## config.mk

```make
export PLATFORM = sky130hd
export DESIGN_NAME = video_mono_mode_sequencer
export DESIGN_NICKNAME = d
export VERILOG_FILES = /design/src/rtl/video_mono_pkg.sv /design/src/rtl/video_mono_mode_sequencer_frame_tick.sv /design/src/rtl/video_mono_mode_sequencer.sv
export SDC_FILE = /design/constraint.sdc
export NUM_CORES = 1
export LEC_CHECK = 0
export BUFFER_PORTS_ARGS = -buffer_cell sky130_fd_sc_hd__buf_2
export CAP_MARGIN = 10
export CORE_ASPECT_RATIO = 1.25
export CORE_MARGIN = 2
export CORE_UTILIZATION = 60
export DETAILED_ROUTE_END_ITERATION = 6
export PLACE_DENSITY_LB_ADDON = 0.12
export SLEW_MARGIN = 20
export SYNTH_ARGS = -nofsm -noshare
export SYNTH_HDL_FRONTEND = slang
export SYNTH_SLANG_ARGS = --single-unit
```

## constraint.sdc

```tcl
create_clock -name clk_vid -period 4.7 [get_ports clk_vid]
set_input_delay 0.94 -clock clk_vid [delete_from_list [all_inputs] [get_ports clk_vid]]
set_output_delay 0.94 -clock clk_vid [all_outputs]
set_load 0.05 [all_outputs]
```

## src/rtl/video_mono_pkg.sv

```systemverilog
// Shared types and constants for the monochrome mode sequencer.
package video_mono_pkg;

    typedef enum logic [2:0] {
        COLOR   = 3'd0,
        GREEN   = 3'd1,
        AMBER   = 3'd2,
        BW      = 3'd3,
        MYSTERY = 3'd4,
        RED     = 3'd5,
        FUCHSIA = 3'd6,
        VIOLET  = 3'd7
    } mono_mode_t;

    typedef enum logic [1:0] {
        IDLE     = 2'd0,
        FADE_OUT = 2'd1,
        SWAP     = 2'd2,
        FADE_IN  = 2'd3
    } seq_state_t;

    localparam logic [3:0] FADE_MAX = 4'd15;
    localparam logic [3:0] FADE_MIN = 4'd0;

endpackage

```

## src/rtl/video_mono_mode_sequencer_frame_tick.sv

```systemverilog
// Frame tick from the vblank rising edge, and a frame counter that issues one fade step
// every FRAMES_PER_STEP ticks.
module video_frame_tick #(
    parameter int unsigned FRAMES_PER_STEP = 2
) (
    input  logic clk,
    input  logic rst,
    input  logic ce_pix,
    input  logic vblank,
    input  logic clear,
    output logic frame_tick,
    output logic step
);

    localparam logic [3:0] LAST_CNT = 4'(FRAMES_PER_STEP - 1);

    logic       vblank_q;
    logic [3:0] cnt;

    assign frame_tick = ce_pix && vblank && !vblank_q;
    assign step       = frame_tick && !clear && (cnt == LAST_CNT);

    always_ff @(posedge clk or posedge rst) begin
        if (rst) begin
            vblank_q <= 1'b0;
            cnt      <= 4'd0;
        end else if (ce_pix) begin
            vblank_q <= vblank;
            if (clear) begin
                cnt <= 4'd0;
            end else if (frame_tick) begin
                cnt <= (cnt == LAST_CNT) ? 4'd0 : cnt + 4'd1;
            end
        end
    end

endmodule

```

## src/rtl/video_mono_mode_sequencer.sv

```systemverilog
// Sequences gfx_mode changes: fade down over whole frames, swap on a vblank tick, fade back up,
// so a new monitor emulation mode never takes effect mid-frame.
module video_mono_mode_sequencer
    import video_mono_pkg::*;
#(
    parameter logic [2:0]  RESET_MODE      = 3'b000,
    parameter bit          FADE_EN         = 1'b1,
    parameter int unsigned FRAMES_PER_STEP = 2
) (
    input  logic       clk_vid,
    input  logic       reset,
    input  logic       ce_pix,
    input  logic       vblank,
    input  logic [2:0] mode_req,
    input  logic       cycle_pulse,
    output logic [2:0] gfx_mode,
    output logic [3:0] fade_level,
    output logic       busy
);

    seq_state_t state;
    logic [2:0] tgt;
    logic [2:0] req_q;
    logic [2:0] tgt_next;
    logic       frame_tick;
    logic       step;
    logic       cnt_clear;
    logic       retarget;

    // A mode_req change beats a same-cycle hotkey pulse.
    always_comb begin
        tgt_next = tgt;
        if (mode_req != req_q) begin
            tgt_next = mode_req;
        end else if (cycle_pulse) begin
            tgt_next = tgt + 3'd1;
        end
    end

    assign retarget  = (tgt_next != gfx_mode);
    // Holding the counter at 0 while idle makes every fade start on a step boundary.
    assign cnt_clear = (state == IDLE) || ((state == SWAP) && frame_tick);

    video_frame_tick #(
        .FRAMES_PER_STEP(FRAMES_PER_STEP)
    ) u_frame_tick (
        .clk       (clk_vid),
        .rst       (reset),
        .ce_pix    (ce_pix),
        .vblank    (vblank),
        .clear     (cnt_clear),
        .frame_tick(frame_tick),
        .step      (step)
    );

    always_ff @(posedge clk_vid or posedge reset) begin
        if (reset) begin
            state      <= IDLE;
            gfx_mode   <= RESET_MODE;
            fade_level <= FADE_MAX;
            busy       <= 1'b0;
            tgt        <= RESET_MODE;
            req_q      <= RESET_MODE;
        end else if (ce_pix) begin
            tgt   <= tgt_next;
            req_q <= mode_req;
            unique case (state)
                IDLE: begin
                    if (retarget) begin
                        busy <= 1'b1;
                        if (FADE_EN) begin
                            state <= FADE_OUT;
                        end else begin
                            state <= SWAP;
                        end
                    end
                end
                FADE_OUT: begin
                    if (fade_level == FADE_MIN) begin
                        state <= SWAP;
                    end else if (step) begin
                        fade_level <= fade_level - 4'd1;
                        if (fade_level == FADE_MIN + 4'd1) begin
                            state <= SWAP;
                        end
                    end
                end
                SWAP: begin
                    if (frame_tick) begin
                        gfx_mode <= tgt_next;
                        if (FADE_EN) begin
                            state <= FADE_IN;
                        end else begin
                            state <= IDLE;
                            busy  <= 1'b0;
                        end
                    end
                end
                FADE_IN: begin
                    // A new target reverses the fade from wherever the level is now.
                    if (retarget) begin
                        state <= FADE_OUT;
                    end else if (fade_level == FADE_MAX) begin
                        state <= IDLE;
                        busy  <= 1'b0;
                    end else if (step) begin
                        fade_level <= fade_level + 4'd1;
                        if (fade_level == FADE_MAX - 4'd1) begin
                            state <= IDLE;
                            busy  <= 1'b0;
                        end
                    end
                end
                default: begin
                    state <= IDLE;
                    busy  <= 1'b0;
                end
            endcase
        end
    end

endmodule

```

==> results by group, run 1 <==
Setup path
  • Endpoint class of the critical path: register
  • Crit Reg-Reg Endpoint: fade_level[2]$_DFFE_PP1P_
  • FF-to-FF Start: state[0]$_DFFE_PP0P_
  • Arr. time, crit path: 2700 ps
  • WP data required: 4910 ps
  • Critical path class: in2reg
  • Worst r2r path cells: 8
  • Crit path max fanout: 6
  • Crit start category: input port
  • R2R Setup Slk: 2300 ps

Clock tree
  • Max Root-Sink Buffers: 2
  • Htree depth: 1
  • Setup Buffers After CTS: 0
  • CTS Hold Buffers Added: 0
  • Worst-Skew Late Latency: 310 ps
  • Post-cts resize count: 0
  • CTS tree: yes
  • Reg clk slew, reported paths: 120 ps
  • Clock tree sinks: 21
  • TritonCTS Buffers: 3
  • Clock root buffer master: clkbuf_4

STA
  • Minimum clock period: 2490 ps
  • Worst slew margin: 0.462
  • Worst Max-Slew Pin Slew: 807 ps
  • Unrepaired setup endpoints after global routing: false
  • Max-slew violation count: 0
  • Final Hold Viols: 0
  • Skew final: 3.30 ps
  • Fin Setup TNS: 0 ps
  • Period Utilization, post-route: 0.530
  • F_max: 0.401 GHz
  • # setup viols final: 0

Floorplan
  • Initial Util: 0.634
  • Die width: 49.5 um
  • Full die area: 0.00302 mm^2
  • Total core area: 0.00245 mm^2
  • I/O Pins: 16
  • Die Span Y: 60.9 um
  • Cell row count: 20

Run status
  • Status: finished, final reports clean

Power and ir drop
  • Pint: 0.000429 W
  • Net Switching: 0.000416 W
  • Clock power frac: 0.107
  • Total Power: 0.000845 W
  • Leakage power: 0.703 nW
  • Maximum vdd drop: 0.000312 V
  • Comb pwr share: 0.543
  • Cell Pwr Density: 507 mW/mm^2
  • Seq pwr share: 0.351
  • Fraction of power spent switching nets: 0.492

Route
  • Vias: 1351
  • Post-DRT Antenna Nets: 0
  • DR iter-0 viols: 46
  • Vias per cell: 6.37
  • First-pass DRT Iterations: 4
  • Routed wire length: 3.35 mm
  • WL per Instance: 15.8 um
  • Post-route DRC violation count: 0

Logic synthesis
  • Synth async-reset ratio: 1.00
  • Syn avg cell area: 9.31 um^2
  • Synth area leaders: dfrtp_1, ha_1, dfstp_2
  • Cell count after synthesis: 167
  • Yosys reg bits: 21
  • Count leader, synth: dfrtp_1
  • Register area share after synthesis: 0.341
  • Synth top area share: 0.274
  • Post-synth top flop: dfrtp_1
  • Top cells by instance count after synthesis: dfrtp_1, nand2_1, o21ai_0
  • Mapped Nets: 184
  • YS warnings: 0
  • Synth area leader: dfrtp_1
  • Number of synthesized flops with an enable pin: 0
  • Synth unique cells: 46
  • Cell Area, Synth: 0.00156 mm^2

Place
  • Post-DP Area: 0.00164 mm^2
  • Final HPWL DP: 2.59 mm
  • Port buffer count: 15
  • GPL Wtd Cong: 0.917

Cells and area
  • Ratio of cells with drive above 1 in the final layout: 0.201
  • FILL cells: 230
  • Layout net count: 197
  • Synth-to-Final Area Change: 7.16%
  • Utilization after layout: 0.680
  • Total area of sequential cells: 531 um^2
  • Multi-input combinational cell area: 967 um^2
  • Ant diodes: 0
  • Post-layout instance area: 0.00167 mm^2

Global routing
  • Overflow after GRT: 0
  • Number of global-route vias before repair: 1275
  • Pin count of the biggest net entering global routing: 22
  • First-pass GRT wire length: 5.73 mm
  • Gr usage total: 0.249
  • Initial antenna violation count: 0

Hold path
  • Hold Crit Class: reg2reg
  • Min-delay src: u_frame_tick.cnt[3]$_DFFE_PP0P_
  • WHS Endpoint: u_frame_tick.cnt[3]$_DFFE_PP0P_
  • Hold path depth: 1

Job
  • Max_cap viols: 0
[worst max-delay path by stage]
stage	start	to	cells after the start
final	mode_req[0]	state[1]$_DFFE_PP0P_	7
after global routing	state[0]$_DFFE_PP0P_	fade_level[2]$_DFFE_PP1P_	8
after CTS	mode_req[0]	state[1]$_DFFE_PP0P_	7
after detailed placement	mode_req[0]	state[1]$_DFFE_PP0P_	7
after global placement	mode_req[0]	state[1]$_DFFE_PP0P_	7
after floorplan	mode_req[0]	state[1]$_DFFE_PP0P_	7
[cell type report]
class	instances	share of cell area
inverter	7	0.0158
timing repair buffer	15	0.0450
clock buffer	4	0.0158
multi-input combinational	132	0.580
sequential	21	0.318
tap	33	0.0248
[power by group through the flow]
| stage | Sequential, W | Combinational (W) | Clock [W] |
|---|---|---|---|
| after global routing | 0.000305 | 0.000505 | 0.000101 |
| after detailed placement | 0.000298 | 0.000453 | 0 |
| after floorplan | 0.000354 | 0.000304 | 0 |
| final | 0.000296 | 0.000458 | 0.0000902 |
| after CTS | 0.000295 | 0.000457 | 0.0000902 |
| after global placement | 0.000294 | 0.000440 | 0 |
[layout by cell type (no fill, tap or decap), drive strengths merged, types with 2 or more instances in the layout]
cell type / n
dfrtp: 17
buf: 15
o21ai: 11
nand2: 11
nand3: 10
ha: 9
nand4: 8
nor2: 8
inv: 7
mux2: 7
xor2: 5
o31ai: 5
nor3: 5
nor2b: 4
and2: 4
mux2i: 4
o211ai: 4
a21oi: 4
dfstp: 4
a31oi: 4
clkbuf: 4
a21o: 3
xnor2: 3
nand2b: 2
and3: 2
o2111ai: 2
a211oi: 2
o21a: 2
a311oi: 2
[critical path, stage by stage]
cell,delay (ps)
buf_2,130
xor2_1,180
o31ai_1,420
nand3_1,200
and2_1,280
a31oi_4,230
mux2_4,320
[logic make-up after synthesis]
kind of cell             synth area share
AO/OA/AOI/OAI                       0.211
XOR/XNOR                           0.0451
adder cells (fa/ha/maj)            0.0724
buffers and inverters              0.0370
flip-flops                          0.341
multiplexers                       0.0788
AND/OR/NAND/NOR                     0.215
[flip-flops by register name (all words and copies together), names as in the netlist]
| name | cells |
|---|---|
| gfx_mode | 3 |
| tgt | 3 |
| fade_level | 4 |
| u_frame_tick.cnt | 4 |
| req_q | 3 |
| busy | 1 |
| state | 2 |
| u_frame_tick.vblank_q | 1 |
[routing by layer]
metal  track usage  part of all wire  vias up
met5             0                 0        -
met3        0.0468             0.047       11
met4         0.147             0.028        0
li1              -                 -      643
met2         0.436              0.51       47
met1         0.288              0.42      650
[per-stage QoR]
step | hold slack (ps) | std cells | setup WS (ps)
6_report | 539 | 212 | 2210
5_1_grt | 559 | 212 | 2090
4_1_cts | 541 | 212 | 2240
3_5_place_dp | 512 | 208 | 1910
3_3_place_gp | 495 | 208 | 1980
2_1_floorplan | 461 | 167 | 2180
Note: power is estimated with default switching activity, not from simulation.
==> inputs of run 2 (changes only) <==
Settings changed: CORE_UTILIZATION 60 to 53.
Clock period 4.7 ns to 2 ns, I/O delays scaled along.
==> run 2 against run 1 <==
Against the previous run: the run now ends with setup timing left; cell count rose by 17%; combinational power rose to 3.4 times the previous value; worst setup slack worse by 2300 ps; critical path type is now reg2reg; critical endpoint unchanged.
==> results by group, run 2 (synthesized netlist as in run 1, its figures left out) <==
Run status
  • Status: finished with violations (was finished, final reports clean)
  • Failing checks: setup timing

Hold path
  • Hold Crit Class: in2async (was reg2reg)

STA
  • Fin Setup TNS: -59.5 ps (was 0 ps)
  • # setup viols final: 1 (was 0)
  • Setup ws final: -59.5 ps (was 2210 ps)
  • F_max: 0.486 GHz
  • Period Utilization, post-route: 1.03
  • Unrepaired setup endpoints after global routing: true (was false)
  • Final Hold Viols: 0 (unchanged)
  • Worst slew margin: 0.514 (was 0.462)
  • Max-slew violation count: 0 (unchanged)
  • Skew final: 7.29 ps (was 3.30 ps)
  • Minimum clock period: 2060 ps
  • Worst Max-Slew Pin Slew: 727 ps (was 807 ps)

Route
  • Routed wl met3: 137 um (was 157 um)
  • First-pass DRT Iterations: 4 (unchanged)
  • M1 WL: 1.59 mm (was 1.39 mm)
  • Metal2 WL: 2.33 mm (was 1.70 mm)
  • DR iter-0 viols: 66 (was 46)
  • Max Used Layer: met4 (unchanged)
  • Vias per cell: 6.17 (was 6.37)
  • Post-route DRC violation count: 0 (unchanged)
  • Vias: 1525 (was 1351)
  • Routed wire length: 4.10 mm (was 3.35 mm)
  • WL per Instance: 16.6 um (was 15.8 um)
  • Post-DRT Antenna Nets: 0 (unchanged)

Floorplan
  • Die width: 52.5 um (was 49.5 um)
  • Full die area: 0.00339 mm^2 (was 0.00302 mm^2)
  • Cell row count: 22 (was 20)
  • Total core area: 0.00286 mm^2 (was 0.00245 mm^2)
  • Die Span Y: 64.6 um (was 60.9 um)
  • I/O Pins: 16 (unchanged)
  • Initial Util: 0.543 (was 0.634)

Power and ir drop
  • Leakage power: 0.880 nW (was 0.703 nW)
  • Maximum vdd drop: 0.000739 V (was 0.000312 V)
  • Cell Pwr Density: 1180 mW/mm^2 (was 507 mW/mm^2)

Job
  • Max_cap viols: 0 (unchanged)

Setup path
  • Crit path max fanout: 3 (was 6)
  • Crit start category: register (was input port)
  • Arr. time, crit path: 2270 ps (was 2700 ps)
  • Critical path class: reg2reg (was in2reg)
  • WP data required: 2220 ps (was 4910 ps)
  • Endpoint class of the critical path: register (unchanged)

Global routing
  • Pin count of the biggest net entering global routing: 20 (was 22)
  • Number of global-route vias before repair: 1418 (was 1275)
  • Overflow after GRT: 0 (unchanged)
  • Initial antenna violation count: 0 (unchanged)
  • First-pass GRT wire length: 6.09 mm (was 5.73 mm)
  • Gr usage total: 0.237 (was 0.249)

Clock tree
  • Clock tree sinks: 21 (unchanged)
  • Max Root-Sink Buffers: 2 (unchanged)
  • Reg clk slew, reported paths: 120 ps (about the same)
  • Clock root buffer master: clkbuf_4 (unchanged)
  • TritonCTS Buffers: 3 (unchanged)
  • Htree depth: 1 (unchanged)
  • CTS tree: yes (unchanged)
  • Worst-Skew Late Latency: 310 ps (about the same)

Cells and area
  • Top Registers: fade_level x4, u_frame_tick.cnt x4 (unchanged)
  • Layout net count: 229 (was 197)
  • Ant diodes: 0 (unchanged)
  • Synth-to-Final Area Change: 33.6% (was 7.16%)
  • Most frequent cells in the layout: buf_4, dfrtp_1, buf_2 (was dfrtp_1, buf_2, o21ai_0, nand2_1, nand3_1)
  • FILL cells: 217 (was 230)
  • Ratio of cells with drive above 1 in the final layout: 0.445 (was 0.201)
  • Post-layout instance area: 0.00208 mm^2 (was 0.00167 mm^2)
  • Most common cell after layout, fill and taps aside: buf_4 (was dfrtp_1)

Place
  • Final HPWL DP: 2.88 mm (was 2.59 mm)
  • GPL Wtd Cong: 0.766 (was 0.917)
  • Post-Place Setup Slack: -92.3 ps (was 1910 ps)
  • Port buffer count: 15 (unchanged)
  • Post-DP Area: 0.00188 mm^2 (was 0.00164 mm^2)
[run 2: changes by cell type in the layout (fill, tap and decap cells not counted), sizes merged]
cell	before	now
buf	15	47
[run 2: what timing repair did]
| item | in CTS | in global routing |
|---|---|---|
| hold buffers | 0 | 0 |
| resized for setup | 6 | 26 |
| endpoints found under the setup margin | 3 | 7 |
| pin swaps | 4 | 8 |
| setup buffers | 1 | 3 |
[run 2: final cells by class]
cell class,count,area (um^2),area share
clock buffers,4,26.3,0.0126
inverters,7,28.8,0.0138
multi-input cells,132,1110,0.535
flip-flops and latches,21,536,0.258
well taps,36,45.0,0.0217
repair buffers,47,330,0.159
[run 2: routing by layer]
layer,GRT usage,vias up
met4,0.0673,0
met1,0.258,771
li1,-,708
met2,0.459,40
met5,0,-
met3,0.0276,6
[run 2: report_power, final]
group / switching, W / internal (W)
clock network: 0.000138 / 0.0000780
logic: 0.000874 / 0.000672
registers: 0.000132 / 0.000552
total: 0.00114 / 0.00130
[run 2: path summary, 6_finish.rpt]
kind                                                  from                           endpoint  slack (ps)  cells past startpoint
max in group asynchronous                            reset          fade_level[2]$_DFFE_PP1P_        1200                      3
hold / removal                                       reset               req_q[1]$_DFFE_PP0P_         180                      2
setup / recovery                      state[1]$_DFFE_PP0P_               state[1]$_DFFE_PP0P_         -60                      7
setup reg to reg                      state[1]$_DFFE_PP0P_               state[1]$_DFFE_PP0P_         -60                      7
min in group clk_vid                                vblank  u_frame_tick.vblank_q$_DFFE_PP0P_         330                      2
hold reg to reg            u_frame_tick.cnt[3]$_DFFE_PP0P_    u_frame_tick.cnt[3]$_DFFE_PP0P_         520                      1
[run 2: metrics by stage]
step	util	cells	power, W	hold WS, ps
3_5_place_dp	0.657	239	0.00200	504
3_3_place_gp	0.657	239	0.00197	491
2_1_floorplan	-	167	0.00159	374
5_1_grt	0.726	247	0.00260	267
6_report	0.726	247	0.00245	181
4_1_cts	0.674	244	0.00224	221
[run 2: critical path, cell delays in order, from the launching register on]
cell      delay (ps)
dfrtp_1          420
inv_2             70
ha_4             160
and4bb_2         330
nand4_1           90
a311o_1          390
a31oi_4          180
mux2_4           310
